<file path="config.mk">
export PLATFORM = sky130hd
export DESIGN_NAME = alpha_blend_pipe
export DESIGN_NICKNAME = d
export VERILOG_FILES = /design/src/rtl/alpha_blend_pipe.sv
export SDC_FILE = /design/constraint.sdc
export NUM_CORES = 1
export LEC_CHECK = 0
export CAP_MARGIN = 25
export CORE_ASPECT_RATIO = 0.8
export CORE_MARGIN = 5
export CORE_UTILIZATION = 50
export DETAILED_ROUTE_END_ITERATION = 6
export GPL_ROUTABILITY_DRIVEN = 0
export HOLD_SLACK_MARGIN = 0.06
export PLACE_DENSITY = 0.81
export RECOVER_POWER = 50
export REMOVE_ABC_BUFFERS = 1
export SYNTH_ARGS = -nofsm -noshare
export SYNTH_HDL_FRONTEND = slang
export SYNTH_SLANG_ARGS = --single-unit
</file>
<file path="constraint.sdc">
create_clock -name clk -period 9.5 [get_ports clk]
set_input_delay 0.95 -clock clk [delete_from_list [all_inputs] [get_ports clk]]
set_output_delay 0.95 -clock clk [all_outputs]
set_load 0.02 [all_outputs]
</file>
<file path="src/rtl/alpha_blend_pipe.sv">
// Layered alpha compositor: folds a stream of layer beats into one accumulated
// pixel and emits the composite one cycle after the last layer is accepted.
module alpha_blend_pipe #(
    parameter int CW  = 4,
    parameter int NCH = 3,
    localparam int PW = (NCH + 1) * CW
) (
    input  logic          clk,
    input  logic          rst,
    input  logic          in_valid,
    output logic          in_ready,
    input  logic [PW-1:0] in_pixel,
    input  logic          in_first,
    input  logic          in_last,
    input  logic [1:0]    mode,
    output logic          out_valid,
    input  logic          out_ready,
    output logic [PW-1:0] out_pixel,
    output logic [7:0]    out_layers
);

    typedef enum logic [1:0] {
        M_ALPHA   = 2'd0,
        M_ADD     = 2'd1,
        M_REPLACE = 2'd2,
        M_KEEP    = 2'd3
    } blend_mode_e;

    localparam int AW = NCH * CW;

    logic [AW-1:0] acc_q, acc_d;
    logic [7:0]    cnt_q, cnt_d;
    logic          out_valid_q, out_valid_d;
    logic [PW-1:0] out_pixel_q, out_pixel_d;
    logic [7:0]    out_layers_q, out_layers_d;
    logic [AW-1:0] blended;
    logic          accept;
    blend_mode_e   mode_e;

    // Alpha term: the signed product is arithmetically shifted, so the
    // division floors toward minus infinity and the result stays within [p, n].
    function automatic logic [CW-1:0] blend_ch(
        input logic [CW-1:0] p,
        input logic [CW-1:0] n,
        input logic [CW-1:0] a,
        input blend_mode_e   m
    );
        logic signed [CW+1:0]   diff;
        logic signed [2*CW+2:0] prod;
        logic signed [2*CW+2:0] sum;
        logic [CW:0]            add;
        logic [CW-1:0]          res;
        diff = $signed({2'b00, n}) - $signed({2'b00, p});
        prod = diff * $signed({1'b0, a});
        sum  = $signed({{(CW + 3){1'b0}}, p}) + (prod >>> CW);
        add  = {1'b0, p} + {1'b0, n};
        res  = p;
        case (m)
            M_ALPHA:   res = (a == '1) ? n : sum[CW-1:0];
            M_ADD:     res = add[CW] ? '1 : add[CW-1:0];
            M_REPLACE: res = (a != '0) ? n : p;
            default:   res = p;
        endcase
        return res;
    endfunction

    assign in_ready = !out_valid_q || out_ready;
    assign accept   = in_valid && in_ready;
    assign mode_e   = blend_mode_e'(mode);

    always_comb begin
        blended = '0;
        for (int unsigned k = 0; k < NCH; k++) begin
            blended[k*CW +: CW] = blend_ch(acc_q[k*CW +: CW], in_pixel[k*CW +: CW],
                                           in_pixel[NCH*CW +: CW], mode_e);
        end
    end

    always_comb begin
        acc_d        = acc_q;
        cnt_d        = cnt_q;
        out_valid_d  = out_valid_q;
        out_pixel_d  = out_pixel_q;
        out_layers_d = out_layers_q;

        if (accept) begin
            if (in_first) begin
                acc_d = in_pixel[AW-1:0];
                cnt_d = 8'd1;
            end else begin
                acc_d = blended;
                cnt_d = (cnt_q == 8'hFF) ? 8'hFF : cnt_q + 8'd1;
            end
        end

        // A new result overrides consumption of the old one in the same cycle.
        if (accept && in_last) begin
            out_valid_d  = 1'b1;
            out_pixel_d  = {{CW{1'b1}}, acc_d};
            out_layers_d = cnt_d;
        end else if (out_valid_q && out_ready) begin
            out_valid_d = 1'b0;
        end
    end

    always_ff @(posedge clk) begin
        if (rst) begin
            acc_q        <= '0;
            cnt_q        <= '0;
            out_valid_q  <= 1'b0;
            out_pixel_q  <= '0;
            out_layers_q <= '0;
        end else begin
            acc_q        <= acc_d;
            cnt_q        <= cnt_d;
            out_valid_q  <= out_valid_d;
            out_pixel_q  <= out_pixel_d;
            out_layers_q <= out_layers_d;
        end
    end

    assign out_valid  = out_valid_q;
    assign out_pixel  = out_pixel_q;
    assign out_layers = out_layers_q;

endmodule

</file>
* Word level (Yosys, flattened, before mapping)
Index checks and enable logic that the tools add are counted.
Word-level totals: output and inout bits 26, word-level logic and storage cells 49, register bits 42
Cells by class: multiply operators 3, reduce and logical (&&, ||, !) cells 8, add/sub/neg operators 10, equal/unequal tests 4, muxes and demuxes 19
Operators by type and width (count):
- $mux W4 | 9
- $pmux W4 S3 | 3
- $mul A5 B5 Y8 | 3
- $mux W12 | 2
- $mux W8 | 3
- $add A4 B4 Y5 | 3
- $sub A4 B4 Y5 | 3
- $add A4 B4 Y4 | 3
- $add A8 B1 Y8 const B | 1
- $eq A8 B8 Y1 const B | 1
- $eq A4 B4 Y1 const B | 1
- $reduce_bool A4 Y1 | 1
- $logic_and A1 B1 Y1 | 3
- $eq A2 B1 Y1 const B | 1
- $eq A2 B2 Y1 const B | 1
- $logic_not A2 Y1 | 1
- $mux W1 | 2
- $reduce_bool A2 Y1 | 1
- $logic_not A1 Y1 | 1
- $logic_or A1 B1 Y1 | 1

* Depth between registers and ports, before layout
depth in word-level cells 7, depth in mapped cells 24, gate-level depth less buffers 24

* Worst setup path after synthesis
Ideal clock, no wire load.
path type input -> register, start point in in_pixel[0], end point reg acc_q[3], stages on the path 23, arrival time 5.351 ns, library setup time 0.074 ns, path slack 4.075 ns, cell sequence inv_1 > ha_1 > inv_1 > fa_1 > xor2_1 > and2_1 > ha_1 > inv_1 > fa_1 > fa_1 > inv_1 > ha_1 > nand3_1 > o21ai_0 > xor2_1 > ha_1 > a21o_1 > a21oi_1 > xnor2_1 > xnor2_1 > xnor2_1 > a31o_2 > a31oi_1
On the way: cells in the longest elaborated chain, start to end 7, elaborated cells on any way between the ends 9, those cells by class add/sub (3); mul (1); mux (5)
Ends and longest elaborated chain:
- start, declared | RTL line 12 | input logic [PW-1:0] in_pixel,
- $sub A4 B4 Y5 | RTL line 53 | diff = $signed({2'b00, n}) - $signed({2'b00, p});
- $mul A5 B5 Y8 | RTL line 54 | prod = diff * $signed({1'b0, a});
- $add A4 B4 Y4 | RTL line 55 | sum = $signed({{(CW + 3){1'b0}}, p}) + (prod >>> CW);
- $mux W4 | RTL line 59 | M_ALPHA: res = (a == '1) ? n : sum[CW-1:0];
- $pmux W4 S3 (*) | RTL line 58 | case (m)
- $mux W12 (*) | RTL line 87 | if (in_first) begin
- $mux W12 (*) | RTL line 86 | if (accept) begin
- end signal, assigned | RTL line 108 | acc_q <= '0;
- end signal, assigned | RTL line 114 | acc_q <= acc_d;
- end, declared | RTL line 31 | logic [AW-1:0] acc_q, acc_d;
Every way passes the cells marked *; elsewhere a longest branch is shown, timed or not. A chain may end at the register's enable or synchronous reset.

* Worst setup path after layout
start point in in_pixel[0], end point reg out_pixel_q[3] (netlist: out_pixel[3])
On the way: cells in the longest elaborated chain, start to end 7, elaborated cells on any way between the ends 9, those cells by class add/sub (3); mul (1); mux (5)
Ends and longest elaborated chain:
- $sub A4 B4 Y5 | RTL line 53
- $mul A5 B5 Y8 | RTL line 54
- $add A4 B4 Y4 | RTL line 55
- $mux W4 | RTL line 59
- $pmux W4 S3 (*) | RTL line 58
- $mux W12 (*) | RTL line 87
- $mux W12 (*) | RTL line 86
- end signal, assigned | RTL line 117 | out_pixel_q <= out_pixel_d;
- end, declared | RTL line 34 | logic [PW-1:0] out_pixel_q, out_pixel_d;
Marked as above.

==> impl_metrics.yaml <==
outcome:
  status: "complete, no violations"
logic_synthesis:
  asyncSetResetFlopFracSynth: 0
  synth-seq-cells: 42
  synth-main-ff-cell: "dfxtp_1"
  synth.largest_area_cell: "dfxtp_1"
  synthesis.instances: 647
  synth-edff-count: 0
  syn_area_um2: 5090
  ys_top_cells_by_area: "dfxtp_1 (17%), ha_1 (16%), fa_1 (12%)"
  avgSynthCellArea_um2: 7.87
  post_synth_num_cell_types: 57
  synth_top_area_frac: 0.165
  ys_warn_count: 0
  synth_sequential_area_ratio: 0.165
setup_path:
  critPathMaxStageDelay_ps: 530
  reg2reg_slack_ps: 4030
  worst_path_required_ps: 9710
  critical_path_depth: 24
  timing.critical_path.to_type: "register"
  critical_path.slowest_cell: "fa_1"
  crit_chain: "clkdlybuf4s50_1, inv_1, ha_1, inv_1, fa_1, xor2_1, and2_1, ha_1, inv_1, fa_1, fa_1, inv_1, ha_1, nand3_1, o21ai_0, xor2_1, ha_1, a21o_1, a21oi_1, xnor2_1, xnor2_1, xnor2_1, a31o_2, o22ai_1"
  rr_endpoint: "out_pixel[3]$_SDFFE_PP0P_"
  crit_family: "adder cells"
  r2r_start: "acc_q[0]$_SDFF_PP0_"
  critPathBufInv: 5
  endpoint: "out_pixel[3]$_SDFFE_PP0P_"
  r2r_worst_path_depth: 22
  setup.worst_path.class: "input port to register"
  kind_of_start_point_of_the_critical_path: "input port"
  worst_setup_path_startpoint: "in_pixel[0]"
  worst-path-max-fanout: 4
  worst_ep_arrival_time_ps: 6380
min_path:
  worstHoldPathType: "register to register"
pwr:
  power.density_cell_area_nw_per_um2: 191
  static-leakage-power_nw: 2.61
  power_mw: 1.11
  worst_ir_drop_vdd_mv: 0.100
clock_network:
  insertion_delay_to_the_later_sink_of_the_worst_skew_pair_ps: 280
  cts_htree_levels: 2
  postCtsHoldBufs: 0
  root_buffer: "clkbuf_16"
  cts.path.max_buffers: 2
  cts_inserted_buffers: 5
  cts.clk_slew.worst_paths_ps: 60
  clock_sinks: 42
  clock_tree_from_tritoncts: "built"
  post_cts_resize_count: 0
  post_cts.repair.setup_buffers: 0
sta:
  skew_ps: 5.19
  grt_setup_unrepaired: "false"
  finalCriticalPeriod_ps: 6170
  layout_worst_path_cycle_share: 0.650
  final-max-slew-violation-count: 0
  max_freq_ghz: 0.162
  hold_viol: 0
  tightestPinTransition_ps: 1130
  post-route-worst-setup-slack_ps: 3330
  timing.max_slew.rel_slack: 0.245
  finalSetupTns_ps: 0
  setup-violations-final: 0
routing:
  route.antenna.remaining_nets: 0
  drt_pre_antenna_iters: 5
  drt_wl_cell_um: 15.3
  drt_wl_total_um: 12400
  first_iter_violations: 301
  drc_errors: 0
  detail_route.vias_per_cell: 5.61
  dr_total_vias: 4547
floorplan:
  floorplan.die_area_um2: 12300
  ports_placed_on_the_boundary: 50
  initial_core_utilization: 0.504
  placement_rows: 33
  width_of_the_chip_um: 123
  core_region_area_um2: 10100
  die_height_um: 100
placed_design:
  dp_cells: 804
  dp_slack_ps: 3030
  port_buffers: 49
  dp_hpwl_um: 9820
run:
  max_cap_viol_count: 0
finish:
  drive_above_1_share: 0.0268
  filler_cell_count: 907
  multi_input_comb_area_um2: 3790
  layout.cells.most_common_list: "inv_1 (80), ha_1 (67), nor2_1 (60)"
  finish.net_count: 792
  regArea_um2: 841
  post_layout_nonfiller_instances: 811
  flow.area_growth_from_synthesis_pct: 13.6
  most_frequent_standard_cell_in_the_layout_excluding_fill_and_tap_cells: "inv_1"
  ant_cells: 0
  post-route-util: 0.572
global_route:
  grt_pass1_vias: 4562
  grt_start_max_net_pins: 44
  grt_antenna_before_repair: 0
  first_pass_grt_wire_length_um: 20700
  grt_remaining_overflow: 0
  total_routing_usage_reported_by_global_routing: 0.204
[where the power goes]
part           internal (mW)  switching (mW)  total (mW)
combinational          0.323           0.388       0.711
sequential             0.188          0.0126       0.200
clock                  0.130          0.0664       0.196
[worst min path at each step]
stage | start | to | slack (ps) | depth (start not counted)
6_report | out_layers[7]$_SDFFE_PP0P_ | out_layers[7]$_SDFFE_PP0P_ | 470 | 2
3_5_place_dp | out_layers[7]$_SDFFE_PP0P_ | out_layers[7]$_SDFFE_PP0P_ | 470 | 2
3_3_place_gp | out_layers[7]$_SDFFE_PP0P_ | out_layers[7]$_SDFFE_PP0P_ | 450 | 2
2_1_floorplan | cnt_q[6]$_SDFF_PP0_ | cnt_q[6]$_SDFF_PP0_ | 460 | 2
5_1_grt | out_layers[7]$_SDFFE_PP0P_ | out_layers[7]$_SDFFE_PP0P_ | 490 | 2
4_1_cts | out_layers[7]$_SDFFE_PP0P_ | out_layers[7]$_SDFFE_PP0P_ | 480 | 2
[synth_stat cells, types with 2 or more instances]
| master | number |
|---|---|
| a221oi_1 | 3 |
| o21ai_0 | 24 |
| o21bai_1 | 6 |
| mux2i_1 | 2 |
| nand2_1 | 44 |
| buf_4 | 3 |
| and3_1 | 4 |
| a2111oi_0 | 2 |
| a31oi_1 | 6 |
| a22o_1 | 4 |
| o21ai_1 | 3 |
| o211ai_1 | 4 |
| nand4_1 | 2 |
| xnor2_1 | 26 |
| and2_1 | 35 |
| nor2b_1 | 9 |
| nand3_1 | 10 |
| inv_1 | 80 |
| nand2b_1 | 5 |
| o22ai_1 | 3 |
| buf_2 | 2 |
| ha_1 | 67 |
| dfxtp_1 | 42 |
| o21a_1 | 2 |
| a221o_1 | 2 |
| nor3_1 | 13 |
| a21oi_1 | 55 |
| clkbuf_1 | 25 |
| a311oi_1 | 3 |
| fa_1 | 30 |
| a21o_1 | 11 |
| nor2_1 | 60 |
| xor2_1 | 18 |
| nand4b_1 | 3 |
| a211oi_1 | 15 |
| buf_6 | 2 |
| a22oi_1 | 2 |
[stage by stage]
step	hold slack, ps	area, um2
4_1_cts	477	5790
2_1_floorplan	465	4940
6_report	468	5790
3_5_place_dp	469	5620
3_3_place_gp	446	5620
5_1_grt	486	5790
[flip-flops by register name, indices dropped and copies added, names as in the netlist]
register and count:
cnt_q 8, acc_q 12, out_valid 1, out_layers 8, out_pixel 13
[layer usage]
metal,share of wire,up-vias,routed length (um),GRT usage
met2,0.49,136,6050,0.350
met1,0.45,2182,5630,0.273
met4,0.0065,0,80,0.0387
li1,-,2220,-,-
met3,0.051,9,629,0.0310
met5,0,-,0,0
[kinds of logic (layout without fill, tap and decap cells)]
kind of cell,after synthesis,after routing,share of synthesized area
AO/OA/AOI/OAI,156,156,0.197
XOR/XNOR,44,44,0.0757
adder cells (fa/ha/maj),97,97,0.282
buffers and inverters,114,138,0.0899
flip-flops,42,42,0.165
multiplexers,3,3,0.00614
AND/OR/NAND/NOR,191,191,0.184
[area by class of cell]
class                      count  share of cell area
clock inverter                 1             0.00519
sequential                    42               0.145
clock buffer                   6              0.0240
inverter                      80              0.0519
multi-input combinational    491               0.656
tap                          140              0.0303
timing repair buffer          51              0.0874
[tightest hold or removal path, delay by kind of cell, from the launching register on]
kind            cells  cell delay, ps
compound gates      1              60
flops               1             310
simple gates        1              50
No activity file was read; power rests on OpenSTA's default activity.
